## config.mk

```make
export PLATFORM = sky130hd
export DESIGN_NAME = dst_pingpong_buf_flat
export DESIGN_NICKNAME = d
export VERILOG_FILES = /design/src/rtl/dst_pingpong_buf_if.sv /design/src/rtl/dst_pingpong_buf.sv /design/src/flat_wrapper.sv
export SDC_FILE = /design/constraint.sdc
export NUM_CORES = 2
export LEC_CHECK = 0
export BUFFER_PORTS_ARGS = -buffer_cell sky130_fd_sc_hd__buf_2
export CAP_MARGIN = 10
export CORE_MARGIN = 10
export CORE_UTILIZATION = 56
export CTS_BUF_LIST = sky130_fd_sc_hd__clkbuf_2 sky130_fd_sc_hd__clkbuf_4 sky130_fd_sc_hd__clkbuf_8
export DETAILED_ROUTE_END_ITERATION = 10
export PLACE_DENSITY = 0.76
export SYNTH_ARGS = -nofsm -noshare
export SYNTH_HDL_FRONTEND = slang
export SYNTH_SLANG_ARGS = --single-unit
```

## constraint.sdc

```tcl
create_clock -name clk -period 4.2 [get_ports clk]
set_clock_uncertainty 0.15 [all_clocks]
set_input_delay 0.42 -clock clk [delete_from_list [all_inputs] [get_ports clk]]
set_output_delay 0.42 -clock clk [all_outputs]
set_load 0.02 [all_outputs]
```

## src/rtl/dst_pingpong_buf_if.sv

```systemverilog
// Bundles the write port, the stream read port and the status flags of the ping-pong buffer.
// The buffer itself uses the slave view; the producer, the DMA or a bench uses the master view.
interface dst_pingpong_buf_if #(
    parameter int DATA_W = 32,
    parameter int LANES  = 2,
    parameter int BEATS  = 32
);
    localparam int ADDR_W = $clog2(LANES * BEATS);
    localparam int BEAT_W = $clog2(BEATS);

    logic                      wr_en;
    logic [ADDR_W-1:0]         wr_addr;
    logic [DATA_W-1:0]         wr_data;
    logic                      wr_commit;
    logic                      wr_ready;
    logic                      stream_v;
    logic [BEAT_W-1:0]         stream_a;
    logic                      rd_done;
    logic                      rd_ready;
    logic [LANES*DATA_W-1:0]   stream_d;
    logic                      stream_dv;
    logic                      err;

    modport master (
        output wr_en, wr_addr, wr_data, wr_commit, stream_v, stream_a, rd_done,
        input  wr_ready, rd_ready, stream_d, stream_dv, err
    );

    modport slave (
        input  wr_en, wr_addr, wr_data, wr_commit, stream_v, stream_a, rd_done,
        output wr_ready, rd_ready, stream_d, stream_dv, err
    );
endinterface

```

## src/rtl/dst_pingpong_buf.sv

```systemverilog
// Ping-pong destination buffer: one bank is filled word by word while the other is streamed
// out as LANES-word beats. Banks change hands through commit/release handshakes.
module dst_pingpong_buf #(
    parameter int DATA_W = 32,
    parameter int LANES  = 2,
    parameter int BEATS  = 32
) (
    input  logic                  clk,
    input  logic                  rst,
    dst_pingpong_buf_if.slave     bus
);
    localparam int LANE_W = $clog2(LANES);
    localparam int BEAT_W = $clog2(BEATS);
    localparam int ADDR_W = LANE_W + BEAT_W;

    typedef logic [LANES-1:0][DATA_W-1:0] beat_t;

    beat_t              r_mem [2][BEATS];
    logic [1:0]         r_full;
    logic               r_wp;
    logic               r_rp;
    beat_t              r_stream_d;
    logic               r_stream_dv;
    logic               r_err;

    logic               w_wr_ready;
    logic               w_rd_ready;
    logic               w_wr;
    logic               w_commit;
    logic               w_rd;
    logic               w_release;
    logic               w_drop;
    logic [1:0]         w_full_nxt;
    logic [LANE_W-1:0]  w_lane;
    logic [BEAT_W-1:0]  w_beat;

    assign w_wr_ready = ~r_full[r_wp];
    assign w_rd_ready = r_full[r_rp];

    assign w_wr      = bus.wr_en     & w_wr_ready;
    assign w_commit  = bus.wr_commit & w_wr_ready;
    assign w_rd      = bus.stream_v  & w_rd_ready;
    assign w_release = bus.rd_done   & w_rd_ready;

    assign w_drop = ((bus.wr_en | bus.wr_commit) & ~w_wr_ready)
                  | ((bus.stream_v | bus.rd_done) & ~w_rd_ready);

    assign w_lane = bus.wr_addr[LANE_W-1:0];
    assign w_beat = bus.wr_addr[ADDR_W-1:LANE_W];

    // Commit always targets the empty write bank and release the full read bank, so both can apply at once.
    always_comb begin
        w_full_nxt = r_full;
        if (w_commit) begin
            w_full_nxt[r_wp] = 1'b1;
        end
        if (w_release) begin
            w_full_nxt[r_rp] = 1'b0;
        end
    end

    always_ff @(posedge clk or posedge rst) begin
        if (rst) begin
            r_full      <= 2'b00;
            r_wp        <= 1'b0;
            r_rp        <= 1'b0;
            r_stream_d  <= '0;
            r_stream_dv <= 1'b0;
            r_err       <= 1'b0;
        end else begin
            r_full      <= w_full_nxt;
            r_stream_dv <= w_rd;
            r_err       <= r_err | w_drop;
            if (w_commit) begin
                r_wp <= ~r_wp;
            end
            if (w_release) begin
                r_rp <= ~r_rp;
            end
            if (w_rd) begin
                r_stream_d <= r_mem[r_rp][bus.stream_a];
            end
        end
    end

    // Storage is deliberately left out of reset; only the flags decide what a bank holds.
    always_ff @(posedge clk) begin
        if (w_wr) begin
            r_mem[r_wp][w_beat][w_lane] <= bus.wr_data;
        end
    end

    assign bus.wr_ready  = w_wr_ready;
    assign bus.rd_ready  = w_rd_ready;
    assign bus.stream_d  = r_stream_d;
    assign bus.stream_dv = r_stream_dv;
    assign bus.err       = r_err;
endmodule
```

## src/flat_wrapper.sv

```systemverilog
// flat-port wrapper written by rule: the top's interface ports become plain ports
module dst_pingpong_buf_flat 
#(
    parameter int DATA_W = 32,
    parameter int LANES  = 2,
    parameter int BEATS  = 32
)
  (clk, rst, bus_wr_en, bus_wr_addr, bus_wr_data, bus_wr_commit, bus_stream_v, bus_stream_a, bus_rd_done, bus_wr_ready, bus_rd_ready, bus_stream_d, bus_stream_dv, bus_err);
  dst_pingpong_buf_if #(.DATA_W(DATA_W), .LANES(LANES), .BEATS(BEATS)) bus_i ();
  input  logic clk;
  input  logic rst;
  input wire logic [$bits(bus_i.wr_en)-1:0] bus_wr_en;
  input wire logic [$bits(bus_i.wr_addr)-1:0] bus_wr_addr;
  input wire logic [$bits(bus_i.wr_data)-1:0] bus_wr_data;
  input wire logic [$bits(bus_i.wr_commit)-1:0] bus_wr_commit;
  input wire logic [$bits(bus_i.stream_v)-1:0] bus_stream_v;
  input wire logic [$bits(bus_i.stream_a)-1:0] bus_stream_a;
  input wire logic [$bits(bus_i.rd_done)-1:0] bus_rd_done;
  output wire logic [$bits(bus_i.wr_ready)-1:0] bus_wr_ready;
  output wire logic [$bits(bus_i.rd_ready)-1:0] bus_rd_ready;
  output wire logic [$bits(bus_i.stream_d)-1:0] bus_stream_d;
  output wire logic [$bits(bus_i.stream_dv)-1:0] bus_stream_dv;
  output wire logic [$bits(bus_i.err)-1:0] bus_err;
  assign bus_i.wr_en = bus_wr_en;
  assign bus_i.wr_addr = bus_wr_addr;
  assign bus_i.wr_data = bus_wr_data;
  assign bus_i.wr_commit = bus_wr_commit;
  assign bus_i.stream_v = bus_stream_v;
  assign bus_i.stream_a = bus_stream_a;
  assign bus_i.rd_done = bus_rd_done;
  assign bus_wr_ready = bus_i.wr_ready;
  assign bus_rd_ready = bus_i.rd_ready;
  assign bus_stream_d = bus_i.stream_d;
  assign bus_stream_dv = bus_i.stream_dv;
  assign bus_err = bus_i.err;
  dst_pingpong_buf #(.DATA_W(DATA_W), .LANES(LANES), .BEATS(BEATS)) u_core (.clk(clk), .rst(rst), .bus(bus_i));
endmodule
```

After elaboration in Yosys (flattened, before gate mapping)
Memories as Yosys holds them, arrays and structs flattened.
Cells that the tools add are included.

storage, ports and cells
  RAM bits = 4096
  memories = 1
  bits in registers = 70
  input port bits = 49

memories
  memory        words  bits a word  rd ports  clocked after memory_dff  wr ports  RTL line                RTL
  u_core.r_mem  2      2048         1         0                         1         dst_pingpong_buf.sv:18  beat_t r_mem [2][BEATS];

operators by class
  bitwise operators = 19
  mux-type cells = 19
  reduce and logical (&&, ||, !) cells = 4
  $lt $le $gt $ge = 9

operators by type and width
  cell                count
  $mux 2048           1
  $bmux 64 s5         1
  $demux 64 s5        1
  $mux 64             3
  $demux 32 s1        1
  $mux 32             1
  $ge 6x6->1 const B  2
  $not 5->6           2
  $mux 1              7
  $and 1x1->1         6
  $lt 1x2->1 const B  3
  $lt 6x1->1 const B  1
  $logic_and 1x1->1   4
  $mux 2              2
  $not 1->1           4
  $or 1x1->1          4
  $ge 1x1->1 const B  3
  $and 2x2->2         1
  $demux 1 s1         2
  $not 2->2           1
  $or 2x2->2          1

Longest topological paths before layout
  depth after elaboration = 8
  mapped depth = 10

Least setup slack after synthesis
No wires, ideal clock.

  path kind = input-to-reg
  start = input bus_wr_addr[5]
  end = memory u_core.r_mem[0][800] (netlist name) (enable)
  path slack = 814 ps
  setup time = 421 ps
  path buffers = 3
  stages on the path = 5
  data arrival time = 2814 ps
  cells stage by stage = clkbuf_1 or3b_2 clkbuf_1 clkbuf_1 nor2_1

on the way
  cells in the longest elaborated chain, start to end = 6
  elaborated cells between the ends (all ways) = 7

ends and longest elaborated chain
  what                                                            RTL line                RTL
  start, declared                                                 flat_wrapper.sv:13      input wire logic [$bits(bus_i.wr_addr)-1:0] bus_wr_addr;
  $not 5->6 (implied by the code) *                               dst_pingpong_buf.sv:89  r_mem[r_wp][w_beat][w_lane] <= bus.wr_data;
  $ge 6x6->1 (implied by the code) or $lt 6x1->1 (tied branches)  dst_pingpong_buf.sv:89
  $logic_and 1x1->1 (implied by the code)                         dst_pingpong_buf.sv:89
  $mux 64 (implied by the code)                                   dst_pingpong_buf.sv:89
  $demux 64 s5 *                                                  dst_pingpong_buf.sv:89
  $mux 2048 (implied by the code) *                               dst_pingpong_buf.sv:89
  end, declared                                                   dst_pingpong_buf.sv:18

Mark *: on every way between the ends. The rest lies on a longest branch, timed or not.

Worst setup path in the final report
  start = register u_core.r_rp
  end = register u_core.r_stream_d, in the netlist u_core.bus.stream_d[17]

on the way
  cells in the longest elaborated chain, start to end = 4
  elaborated cells between the ends (all ways) = 7

ends and longest elaborated chain
  what                                        RTL line                RTL
  start, declared                             dst_pingpong_buf.sv:21  logic r_rp;
  start signal, assigned                      dst_pingpong_buf.sv:78  r_rp <= ~r_rp;
  $mem_v2 2x2048                              --
  $bmux 64 s5                                 dst_pingpong_buf.sv:81  r_stream_d <= r_mem[r_rp][bus.stream_a];
  $mux 64 (implied by the code) (2 in a row)  dst_pingpong_buf.sv:81
  end signal, assigned                        dst_pingpong_buf.sv:81
  end, declared                               dst_pingpong_buf.sv:22  beat_t r_stream_d;

Several ways; a longest one is shown, not always the timed one. The select of a mux whose other input is x is not followed.
A chain may end at the register's enable or synchronous reset.

==> summary.md <==
| Metric | Value |
|---|---|
| Outcome | complete, no violations |
| Post-Syn Instances | 8105 |
| DRT Pass-1 Iters | 6 |
| Max Cap Viol | 0 |
| CP endpoint kind | register |
| Clock sinks | 4166 |
| Crit path max fanout | 25 |
| Vias | 85100 |
| Synthesized flop and latch total | 4166 |
| GPL Wtd Cong | 0.837 |
| Relative slew margins | 0.196 |
| Unrepaired setup endpoints after global routing | false |
| PortBufs | 116 |
| Most numerous cell in the Yosys netlist | edfxtp_1 |
| Cts bufs inserted | 622 |
| Worst-skew pair later-pin latency | 1.08 ns |
| Initial Util | 0.563 |
| Worst EP required | 4.98 ns |
| Setup-failing EPs final | 0 |
| DRT iter0 DRCs | 12000 |
| Setup TNS | 0 ns |
| Initial antenna violation count | 30 |
| Root Driver | clkbuf_8 |
| Tot Pwr | 96.9 mW |
| Area share of the largest cell type after synthesis | 0.764 |
| Final hold violation count | 0 |
| Wirelength per Cell | 31.9 um |
| Number of gates resized after cts | 0 |
| CTS tree | yes |
| Critical path class | reg2reg |
| First-pass GRT wire length | 598 mm |
| Leak Pwr | 62.0 nW |
| Synth top cells by count | 4096 x edfxtp_1, 1409 x mux2i_1, 448 x mux4_2 |
| Number of global-route vias before repair | 85600 |
| Syn Std Cell Area | 161000 um2 |
| Fillers | 18300 |
| Die area | 309000 um2 |
| Fin crit share | 0.944 |
| Yosys warns | 0 |
| Core ar. | 286000 um2 |
| Syn_area_per_cell | 19.9 um2 |
| Ys flop type | edfxtp_1 |
| Die height | 556 um |
| Total global routing track utilization | 0.264 |
| Drt drc | 0 |
| Clock buffer depth | 4 |
| Async set-reset flop share out of synthesis | 0.0168 |
| Clock-pin transition on the worst setup and hold timing paths | 0.07 ns |
| Max frequency | 252 MHz |
| Vias/cell | 6.51 |
| Worst Tran Pin Value | 1.21 ns |
| Mapped Nets | 8154 |
| Seq/Total Area, Yosys | 0.775 |
| Worst hold slack | 0.133 ns |
| Post-Route WL | 417 mm |
| Synth area leader | edfxtp_1 |
| CTS H-Tree Depth | 6 |
| Pwr Density | 533 nW/um2 |
| Data arrival, critical path | 4.74 ns |
| Number of enable flip-flop cells after synthesis | 4096 |
| Min Tclk post-route | 3.96 ns |
| Peak supply drop | 434 uV |
| Class of the worst hold path | in2reg |
| Synth unique cells | 32 |
| Total I/O pin count | 117 |
| Post-DP HPWL | 236 mm |
| Nets | 8851 |
| Total gr overflow | 0 |
| Fin. max-slew vios | 0 |
| Layout area overhead | 12.9% |
| Layout cells sized above 1 | 0.226 |
| Standard-cell rows | 196 |
| ANT nets after route | 0 |
| Ranking of synthesized cells by area | edfxtp_1 76%, mux2i_1 8.8%, mux4_2 6.3%, a22oi_1 1.2%, dfrtp_1 1.1% |
| Launching element type of the critical path | register |
| Die Span X | 556 um |
| Largest net degree at the start of global routing | 99 |
-- per-stage QoR --
stage	setup WS, ns	cells	area, um2	util
4_1_cts	0.284	13100	182000	0.636
2_1_floorplan	0.814	8105	161000	-
5_1_grt	0.137	13100	182000	0.636
3_3_place_gp	0.337	11900	169000	0.592
3_5_place_dp	0.361	11900	169000	0.592
6_report	0.236	13100	182000	0.636
-- state kept, by name, indices dropped and copies added, names as in the netlist --
name and flops:
u_core.r_full 2, u_core.r_wp 1, u_core.bus.stream_d 64, u_core.r_mem 4096
u_core.bus.stream_dv 1, u_core.bus.err 1, u_core.r_rp 1
-- report_power, final --
part	switching [mW]	internal (mW)	total, mW
Combinational	9.99	7.66	17.7
Clock	15.1	17.1	32.2
Sequential	0.904	46.1	47.0
Total	26.0	70.9	96.9
-- kinds of logic after synthesis --
logic type,share of synthesized area
buffers and inverters,0.0143
DFF,0.775
AOI/OAI and AO/OA,0.0365
and+or+nand+nor,0.0236
muxes,0.150
-- metal layers --
metal  GRT usage  share of wire
met2       0.408           0.47
met5           0        0.00023
met1       0.367           0.37
met4       0.102          0.041
met3      0.0654           0.12
-- cells in the final DEF, fill, tap and decap left out, drive strengths merged --
cell         synthesis  layout
and2                 1       1
a221o               64      64
dfrtp               70      70
a22oi              256     256
clkinvlp             0      22
o31ai               64      64
nor2b                4       4
nand2              208     208
mux2i             1409    1409
nand3              261     261
or3                  1       1
dlygate4sd3          0      43
or2                  1       1
mux2                 1       1
edfxtp            4096    4096
nand4               64      64
o221a               64      64
and3                 2       2
o221ai               1       1
clkinv               0     183
buf                253     512
inv                  4      17
mux4               448     448
nand2b              69      69
bufinv               0       7
or3b                 2       2
nand3b               3       3
nor2               204     204
diode                0      16
a22o               130     130
nor3                 2       2
a21oi              194     194
clkbuf             229     892
-- path summary, 6_finish.rpt --
kind                       slack, ns  cells after the start               startpoint                       to
setup reg to reg                0.24                      7              u_core.r_rp  u_core.bus.stream_d[17]
hold / removal                  0.13                      4           bus_wr_addr[1]     u_core.r_mem[0][561]
max in group asynchronous       2.09                      5                      rst  u_core.bus.stream_d[26]
min in group asynchronous       0.56                      4                      rst           u_core.bus.err
hold reg to reg                 0.37                      1  u_core.bus.stream_d[51]  u_core.bus.stream_d[51]
setup / recovery                0.24                      7              u_core.r_rp  u_core.bus.stream_d[17]
-- worst max-delay path: stages (launching register included) --
cell and delay [ns]:
dfrtp_4 0.84, buf_4 0.39, buf_4 0.33, mux4_2 0.52, nand2b_1 0.16, nand3_1 0.25, nand4_1 0.56, a221o_1 0.54
-- final cells by class --
class | instances | area [um2] | area share
antenna | 16 | 40.0 | 0.000220
clock buffer | 892 | 10900 | 0.0599
clock inverter | 225 | 1280 | 0.00702
inverter | 4 | 22.5 | 0.000124
multi-input combinational | 3453 | 34900 | 0.192
sequential | 4166 | 125000 | 0.687
tap | 3762 | 4710 | 0.0259
timing repair buffer | 555 | 5130 | 0.0282
-- repair_timing --
item                       CTS  global route
hold endpoints to repair  2358             0
hold buffers                43             0
buffers inserted             0             0
Power figures use the tool's default switching activity.
